--- src/rtl/wb_common_pkg.sv ---
// Shared Wishbone B3 codes and arbiter state encoding.
// Used by the round-robin master arbiter and its priority picker.
package wb_common_pkg;

  localparam logic [2:0] CTI_CLASSIC = 3'b000;
  localparam logic [2:0] CTI_INC     = 3'b010;
  localparam logic [2:0] CTI_EOB     = 3'b111;

  localparam logic [1:0] BTE_LINEAR  = 2'b00;
  localparam logic [1:0] BTE_WRAP4   = 2'b01;
  localparam logic [1:0] BTE_WRAP8   = 2'b10;
  localparam logic [1:0] BTE_WRAP16  = 2'b11;

  typedef enum logic [1:0] {
    ARB_IDLE  = 2'd0,
    ARB_OWN   = 2'd1,
    ARB_ABORT = 2'd2
  } arb_state_t;

  // Index width that stays at least one bit for a single master.
  function automatic int idx_width(input int n);
    return (n > 1) ? $clog2(n) : 1;
  endfunction

endpackage

--- src/rtl/wb_rr_priority.sv ---
// Rotating-priority picker: first requester strictly after 'last', wrapping
// modulo N, returned both as a one-hot grant and as an index.
module wb_rr_priority
  import wb_common_pkg::*;
#(
  parameter int N  = 1,
  parameter int IW = idx_width(N)
) (
  input  logic [N-1:0]  req,
  input  logic [IW-1:0] last,
  output logic [N-1:0]  gnt,
  output logic [IW-1:0] idx,
  output logic          valid
);

  logic [IW-1:0] cand;

  always_comb begin
    gnt   = '0;
    idx   = '0;
    valid = 1'b0;
    cand  = '0;
    // k runs 1..N so that 'last' itself is considered only after everyone else.
    for (int k = 1; k <= N; k++) begin
      cand = IW'((int'(last) + k) % N);
      if (!valid && req[cand]) begin
        valid     = 1'b1;
        gnt[cand] = 1'b1;
        idx       = cand;
      end
    end
  end

endmodule

--- src/rtl/wb_rr_master_arbiter.sv ---
// N-to-1 Wishbone B3 round-robin arbiter with whole-cycle locking and a
// bus-hang watchdog that terminates a stalled access with ERR.
module wb_rr_master_arbiter
  import wb_common_pkg::*;
#(
  parameter int NUM_MASTERS    = 1,
  parameter int DW             = 32,
  parameter int AW             = 32,
  parameter int TIMEOUT_CYCLES = 255
) (
  input  logic                     wb_clk_i,
  input  logic                     wb_rst_i,
  input  logic [AW*NUM_MASTERS-1:0] wbm_adr_i,
  input  logic [DW*NUM_MASTERS-1:0] wbm_dat_i,
  input  logic [4*NUM_MASTERS-1:0]  wbm_sel_i,
  input  logic [NUM_MASTERS-1:0]    wbm_we_i,
  input  logic [NUM_MASTERS-1:0]    wbm_cyc_i,
  input  logic [NUM_MASTERS-1:0]    wbm_stb_i,
  input  logic [3*NUM_MASTERS-1:0]  wbm_cti_i,
  input  logic [2*NUM_MASTERS-1:0]  wbm_bte_i,
  output logic [DW-1:0]             wbm_dat_o,
  output logic [NUM_MASTERS-1:0]    wbm_ack_o,
  output logic [NUM_MASTERS-1:0]    wbm_err_o,
  output logic [NUM_MASTERS-1:0]    wbm_rty_o,
  output logic [AW-1:0]             wbs_adr_o,
  output logic [DW-1:0]             wbs_dat_o,
  output logic [3:0]                wbs_sel_o,
  output logic                      wbs_we_o,
  output logic                      wbs_cyc_o,
  output logic                      wbs_stb_o,
  output logic [2:0]                wbs_cti_o,
  output logic [1:0]                wbs_bte_o,
  input  logic [DW-1:0]             wbs_dat_i,
  input  logic                      wbs_ack_i,
  input  logic                      wbs_err_i,
  input  logic                      wbs_rty_i,
  output logic [NUM_MASTERS-1:0]    gnt_o
);

  localparam int          IW         = idx_width(NUM_MASTERS);
  localparam logic [15:0] TIMEOUT_16 = 16'(TIMEOUT_CYCLES);

  arb_state_t             state_reg;
  logic [IW-1:0]          owner_reg;
  logic [IW-1:0]          last_owner_reg;
  logic [NUM_MASTERS-1:0] gnt_reg;
  logic [15:0]            wd_reg;

  logic [IW-1:0]          pick_last;
  logic [IW-1:0]          pick_idx;
  logic [NUM_MASTERS-1:0] pick_gnt;
  logic                   pick_valid;
  logic                   own_cyc;
  logic                   own_stb;
  logic                   owning;
  logic                   slave_resp;

  // On release the departing owner becomes the rotation point immediately,
  // so the same edge can hand the bus to the next requester.
  assign pick_last = (state_reg == ARB_IDLE) ? last_owner_reg : owner_reg;

  wb_rr_priority #(
    .N  (NUM_MASTERS),
    .IW (IW)
  ) u_priority (
    .req   (wbm_cyc_i),
    .last  (pick_last),
    .gnt   (pick_gnt),
    .idx   (pick_idx),
    .valid (pick_valid)
  );

  assign own_cyc    = wbm_cyc_i[owner_reg];
  assign own_stb    = wbm_stb_i[owner_reg];
  assign owning     = (state_reg == ARB_OWN);
  assign slave_resp = wbs_ack_i | wbs_err_i | wbs_rty_i;

  assign wbs_adr_o = wbm_adr_i[int'(owner_reg)*AW +: AW];
  assign wbs_dat_o = wbm_dat_i[int'(owner_reg)*DW +: DW];
  assign wbs_sel_o = wbm_sel_i[int'(owner_reg)*4 +: 4];
  assign wbs_cti_o = wbm_cti_i[int'(owner_reg)*3 +: 3];
  assign wbs_bte_o = wbm_bte_i[int'(owner_reg)*2 +: 2];
  assign wbs_we_o  = wbm_we_i[owner_reg];
  assign wbs_cyc_o = owning & own_cyc;
  assign wbs_stb_o = owning & own_cyc & own_stb;

  assign wbm_ack_o = {NUM_MASTERS{wbs_cyc_o & wbs_ack_i}} & gnt_reg;
  assign wbm_rty_o = {NUM_MASTERS{wbs_cyc_o & wbs_rty_i}} & gnt_reg;
  assign wbm_err_o = ({NUM_MASTERS{wbs_cyc_o & wbs_err_i}} |
                      {NUM_MASTERS{state_reg == ARB_ABORT}}) & gnt_reg;
  assign wbm_dat_o = (wbs_cyc_o & wbs_ack_i) ? wbs_dat_i : '0;
  assign gnt_o     = gnt_reg;

  always_ff @(posedge wb_clk_i or posedge wb_rst_i) begin
    if (wb_rst_i) begin
      state_reg      <= ARB_IDLE;
      owner_reg      <= '0;
      last_owner_reg <= IW'(NUM_MASTERS - 1);
      gnt_reg        <= '0;
      wd_reg         <= '0;
    end else if (state_reg == ARB_IDLE || !own_cyc) begin
      if (state_reg != ARB_IDLE) begin
        last_owner_reg <= owner_reg;
      end
      wd_reg <= '0;
      if (pick_valid) begin
        state_reg <= ARB_OWN;
        owner_reg <= pick_idx;
        gnt_reg   <= pick_gnt;
      end else begin
        state_reg <= ARB_IDLE;
        gnt_reg   <= '0;
      end
    end else if (state_reg == ARB_ABORT) begin
      state_reg <= ARB_OWN;
      wd_reg    <= '0;
    end else if (wbs_stb_o && !slave_resp) begin
      // A response in the final cycle takes the else path, so ack beats abort.
      if (TIMEOUT_CYCLES != 0 && (wd_reg + 16'd1) == TIMEOUT_16) begin
        state_reg <= ARB_ABORT;
        wd_reg    <= '0;
      end else begin
        wd_reg <= wd_reg + 16'd1;
      end
    end else begin
      wd_reg <= '0;
    end
  end

endmodule

--- config.mk ---
export PLATFORM = sky130hd
export DESIGN_NAME = wb_rr_master_arbiter
export DESIGN_NICKNAME = d
export VERILOG_FILES = /design/src/rtl/wb_common_pkg.sv /design/src/rtl/wb_rr_priority.sv /design/src/rtl/wb_rr_master_arbiter.sv
export SDC_FILE = /design/constraint.sdc
export NUM_CORES = 1
export LEC_CHECK = 0
export CORE_MARGIN = 2
export CORE_UTILIZATION = 29
export CTS_CLUSTER_DIAMETER = 50
export DETAILED_ROUTE_END_ITERATION = 12
export GPL_TIMING_DRIVEN = 0
export PLACE_DENSITY = 0.83
export SYNTH_ARGS = -nofsm -noshare
export SYNTH_HDL_FRONTEND = slang
export SYNTH_HIERARCHICAL = 1
export SYNTH_SLANG_ARGS = --single-unit
--- constraint.sdc ---
create_clock -name wb_clk_i -period 2.4 [get_ports wb_clk_i]
set_input_delay 0.36 -clock wb_clk_i [delete_from_list [all_inputs] [get_ports wb_clk_i]]
set_output_delay 0.36 -clock wb_clk_i [all_outputs]
set_load 0.02 [all_outputs]
==> metrics.cfg, run 1 <==
[outcome]
status = complete, no violations

[timing]
clock_skew_ps = 3.12
worstMarginPinSlew_ps = 802
layout_setup_ws_ps = 94.9
slew_headroom_pct = 46.5
rsz0062_at_grt = no
post-route-period-util_pct = 96.0
hold_viol = 0
finalCriticalPeriod_ps = 2310
fmax_ghz = 0.434
slew_violations = 0
setup_violations = 0

[power]
clockPowerShare_pct = 17.7
vdd_ir_drop_max_uv = 239
intPower_w = 0.000946
power.switching_w = 0.000546
cellPowerDensity_nw_per_um2 = 344
power.leakage_nw = 1.97
comb_power_share_pct = 58.9
seqPwrFrac_pct = 23.4
power_w = 0.00149
switching_share_pct = 36.6

[clocking]
clock-root-buffer = clkbuf_8
clkLatencyLatePin_ps = 260
cts-buffers-inserted = 3
htreeDepth = 1
clock_path_buffers = 2
cts_hold_repair.buffers = 0
path_clk_slew_ps = 80
cts.sinks = 20
cts_tree = yes

[place]
preCtsSetupSlack_ps = -394
dpl.hpwl_um = 8190
place_inst = 577
place.gp.congestion = 0.884
placed_cell_area_um2 = 4380
io_buffers = 223

[routing]
detail_route.wl_per_cell_um = 17.3
drt_iter0_markers = 104
detail-route-antenna-nets = 0
wl_met1_um = 4090
routed-via-count = 2680
finalWirelength_um = 10000
routed-wl-met2_um = 4990
met3_length_um = 828
routed.top_layer = met4
drt-pass1-iter-count = 4
viasPerCell = 4.61
drc_errors = 0

[layout]
largest_reg_flops = 16
regArea_um2 = 500
finalNonFillerCells = 581
syn_to_final_growth_pct = 114
multiInputGateArea_um2 = 1410
final_cell_area_um2 = 4340
fin_nets = 601
utilization_pct = 63.9
diodes = 0
layout-drive-gt1-share_pct = 10.9
nFillCells = 607

[critical_path]
r2r_slack_ps = 150
critPathSlowestCell = clkdlybuf4s50_1
critPathCapture = wbs_adr_o[10]
worstPathMaxFanout = 10
worst_setup_path_start_kind = flip-flop
reg2reg_depth = 6
timing.rr.start = wd_reg[0]
critPathKind = reg -> out
worst_path_largest_cell_delay_ps = 630
startpoint = owner_reg
path_cells = clkbuf_2, clkbuf_1, nor2b_1, clkdlybuf4s50_1
cp_data_arrival_time_ps = 1950
crit_path_end_kind = output pin
reg2reg_to = wd_reg[4]
worstPathRequired_ps = 2040

[global_route]
first_global_vias = 2536
antenna_found_initial = 0
grt_pass1_wl_um = 14100
grt-ovfl-total = 0
grt_start_max_net_pins = 21
track_usage_pct = 24.1

[synth]
netlist_instances = 258
syn_area_um2 = 2030
yosys_warnings = 6
syn_area_per_cell_um2 = 7.86
syn_nets = 373

[die]
dieWidth_um = 87.6
coreArea_um2 = 6790
rows = 30
initial_core_util_pct = 29.9
io_pins = 225
dieArea_um2 = 7680
floorplan.die.height_um = 87.6

[flow_run]
drv_cap = 0

[worst_hold_path]
hp-class = in -> async

## routing by layer
| layer | GRT usage [%] | up-vias |
|---|---|---|
| met5 | 0 | - |
| met1 | 28.9 | 1243 |
| li1 | - | 1332 |
| met2 | 43.0 | 94 |
| met3 | 7.54 | 11 |
| met4 | 3.50 | 0 |
## how the worst min path moves through the flow
stage	startpoint	to
2_1_floorplan	wb_rst_i	gnt_o
3_3_place_gp	wd_reg[0]	wd_reg[0]
3_5_place_dp	wd_reg[0]	wd_reg[0]
4_1_cts	wb_rst_i	wd_reg[1]
5_1_grt	wd_reg[0]	wd_reg[0]
6_report	wb_rst_i	wd_reg[1]
## power by group through the flow
stage / Clock (W) / Sequential, W / Combinational (W)
2_1_floorplan: 0 / 0.000355 / 0.000367
3_3_place_gp: 0 / 0.000355 / 0.000888
3_5_place_dp: 0 / 0.000355 / 0.000895
4_1_cts: 0.000269 / 0.000348 / 0.000889
5_1_grt: 0.000285 / 0.000349 / 0.000925
6_report: 0.000264 / 0.000349 / 0.000879
## placed cells by master (no fill, tap or decap), types with 2 or more instances in the layout
| cell | instances |
|---|---|
| a211oi_1 | 6 |
| a21oi_1 | 5 |
| and2_1 | 4 |
| and3_1 | 37 |
| buf_2 | 3 |
| buf_4 | 5 |
| clkbuf_1 | 10 |
| clkbuf_2 | 28 |
| clkbuf_8 | 4 |
| clkdlybuf4s15_1 | 2 |
| clkdlybuf4s50_1 | 180 |
| dfrtp_1 | 20 |
| dlygate4sd2_1 | 10 |
| dlymetal6s2s_1 | 7 |
| ha_1 | 2 |
| inv_1 | 5 |
| mux2i_1 | 3 |
| nand2_1 | 12 |
| nand3_1 | 9 |
| nand4_1 | 3 |
| nor2_1 | 10 |
| nor2b_1 | 75 |
| nor4_4 | 3 |
| o21ai_0 | 2 |
| o31ai_1 | 2 |
| or4_1 | 3 |
| xnor2_1 | 5 |
| xor2_1 | 8 |
## through the flow
stage | hold slack [ps] | setup TNS [ps]
after CTS | 573 | 0
after global placement | 556 | -9760
final | 552 | 0
after detailed placement | 563 | -12160
after floorplan | 324 | 0
after global routing | 607 | 0
## area by class of cell
class | count | share of cell area (%)
tap | 96 | 2.77
sequential | 20 | 11.5
clock buffer | 4 | 1.27
timing repair buffer | 223 | 48.8
inverter | 5 | 0.433
buffer | 23 | 2.71
multi-input combinational | 210 | 32.5
## timing repair
action | CTS | global route
pin swaps | 0 | 1
buffers inserted | 0 | 0
gates resized for setup | 47 | 59
endpoints found under the setup margin | 75 | 43
## critical path: cells and delay by family (launching register included)
family | cells | cell delay, ps
simple gates | 1 | 180
buf+inv | 3 | 1080
flops | 1 | 410
(Power assumes the default switching activity.)
==> inputs of run 2 (changes only) <==
CELL_PAD_IN_SITES_DETAIL_PLACEMENT = 1   (was not set)
CELL_PAD_IN_SITES_GLOBAL_PLACEMENT = 1   (was not set)
CORE_UTILIZATION = 17   (was 29)
PLACE_DENSITY = not set   (was 0.83)
PLACE_DENSITY_LB_ADDON = 0.1   (was not set)
SETUP_SLACK_MARGIN = 0.15   (was not set)
SYNTH_HIERARCHICAL = not set   (was 1)
==> metrics.cfg, run 2 <==
[timing]
setup_violations = 0
hold_viol = 0
finalCriticalPeriod_ps = 2130
post-route-period-util_pct = 88.8
clock_skew_ps = 4.47
slew_violations = 0
slew_headroom_pct = 48.7
fmax_ghz = 0.469
rsz0062_at_grt = no
layout_setup_ws_ps = 269
worstMarginPinSlew_ps = 768

[global_route]
grt_pass1_wl_um = 12200
track_usage_pct = 12.2
grt_start_max_net_pins = 20
antenna_found_initial = 0
grt-ovfl-total = 0
first_global_vias = 2157

[power]
power.leakage_nw = 1.71
seqPwrFrac_pct = 28.5
comb_power_share_pct = 40.6
intPower_w = 0.000821
switching_share_pct = 28.0
vdd_ir_drop_max_uv = 188
clockPowerShare_pct = 30.9
power_w = 0.00114
cellPowerDensity_nw_per_um2 = 298
power.switching_w = 0.000319

[critical_path]
worst_setup_path_start_kind = flip-flop
worstPathRequired_ps = 2510
worst_path_largest_cell_delay_ps = 410
critPathSlowestCell = dfrtp_2
path_cells = buf_4, and2_4, or3_1, a2111oi_4, nor2_2, nor4b_4, buf_6, nor3_1
cp_data_arrival_time_ps = 2250
critPathKind = reg -> reg
worstPathMaxFanout = 8
crit_path_end_kind = flip-flop

[layout]
layout_common_cells = clkdlybuf4s50_1 (112), buf_4 (78), and3_1 (36)
largest_reg_flops = 16
layout-drive-gt1-share_pct = 34.6
diodes = 0
fin_nets = 509
syn_to_final_growth_pct = 97.7
finalNonFillerCells = 533
final_common_cell = clkdlybuf4s50_1

[synth]
ys_seq_area_share_pct = 24.5
synth_edf_count = 0
syn_area_um2 = 1940
syn_nets = 351
yosysMostFrequentCell = buf_4
netlist_top_cells_count = buf_4 (75), and3_1 (36), dfrtp_1 (19), nor2_1 (15), nor3_1 (12)
netlist_instances = 236
synth_cell_types = 36
yosysTopAreaCell = buf_4
synth_area_leaders = buf_4 (29%), dfrtp_1 (25%), and3_1 (12%)
ys.flop_type = dfrtp_1
synthArstFlopShare_pct = 100
syn_area_per_cell_um2 = 8.21
synth_top_area_share_pct = 29.1
ys_ff_latch = 19
yosys_warnings = 0

[routing]
routed.top_layer = met4
drt_iter0_markers = 54
drt-pass1-iter-count = 4
routed-wl-met2_um = 4390
routed-via-count = 2149
viasPerCell = 4.03
wl_met1_um = 2910
detail-route-antenna-nets = 0
finalWirelength_um = 7950
drc_errors = 0
met3_length_um = 625
detail_route.wl_per_cell_um = 14.9

[place]
preCtsSetupSlack_ps = -526
dpl.hpwl_um = 6850
place.gp.congestion = 0.769
io_buffers = 150
place_inst = 526

[clocking]
clock_path_buffers = 2
cts_hold_repair.buffers = 0
clock-root-buffer = clkbuf_16
path_clk_slew_ps = 60
cts.sinks = 19
clkLatencyLatePin_ps = 250
htreeDepth = 1
cts_tree = yes
cts-buffers-inserted = 3

[die]
rows = 38
dieArea_um2 = 12300
io_pins = 225
initial_core_util_pct = 17.6
dieWidth_um = 111
floorplan.die.height_um = 111
coreArea_um2 = 11000

[outcome]
status = complete, no violations

[worst_hold_path]
hp-class = in -> reg

[flow_run]
drv_cap = 0

[run 2: cell type report]
cell class	instances	area, um^2
Clock buffer	4	78.8
Inverter	5	18.8
Timing Repair Buffer	153	1550
Tap cell	140	175
Sequential cell	19	480
Fill cell	1286	7150
Multi-Input combinational cell	126	898
Buffer	86	629
[run 2: timing repair]
item / CTS / global route
gates cloned: 0 / 0
buffers inserted: 3 / 0
pin swaps: 1 / 4
gates resized for setup: 107 / 16
setup endpoints to repair: 47 / 41
[run 2: through the flow]
stage	TNS, ps	utilization [%]	hold slack, ps	cell area [um^2]
floorplan	0	-	311	1940
detailed placement	-17790	32.9	561	3610
global route	0	34.9	433	3830
CTS	0	34.3	569	3770
finish	0	34.9	410	3830
global placement	-16740	32.9	539	3610
[run 2: worst paths after layout]
kind                              start      endpoint  slack, ps  cells after the start
max                           wd_reg[1]     wd_reg[1]        270                      8
max reg2reg                   wd_reg[1]     wd_reg[1]        270                      8
max in group asynchronous      wb_rst_i     wd_reg[2]       1320                      2
min reg2reg                state_reg[0]  state_reg[1]        560                      1
min in group asynchronous      wb_rst_i     wd_reg[8]        550                      2
min                           wbm_cyc_i         gnt_o        410                      2
[run 2: cells by family (layout without fill, tap and decap cells)]
kind of cell	Yosys count	in the layout	synth area share, %
AND/OR/NAND/NOR	97	97	30.1
buffers and inverters	91	248	32.3
flip-flops	19	19	24.5
XOR/XNOR	15	15	6.78
AO/OA/AOI/OAI	11	11	4.39
adder cells (fa/ha/maj)	2	2	1.29
multiplexers	1	1	0.581
[run 2: worst max-delay path: cells and delay by family (launching register included)]
family / cells / cell delay (ps)
AOI/OAI and AO/OA: 1 / 310
buffers and inverters: 2 / 320
DFF: 1 / 410
and+or+nand+nor: 5 / 950
[run 2: power groups by stage]
stage	clock network, W	registers [W]	logic, W
3_3_place_gp	0	0.000331	0.000467
6_report	0.000352	0.000325	0.000463
3_5_place_dp	0	0.000331	0.000472
2_1_floorplan	0	0.000332	0.000234
4_1_cts	0.000366	0.000325	0.000470
5_1_grt	0.000373	0.000325	0.000489
[run 2: metal layers]
metal,vias to the layer above,global-route usage (%)
li1,1043,-
met1,1005,13.1
met2,99,24.1
met3,2,2.90
met4,0,2.00
met5,-,0
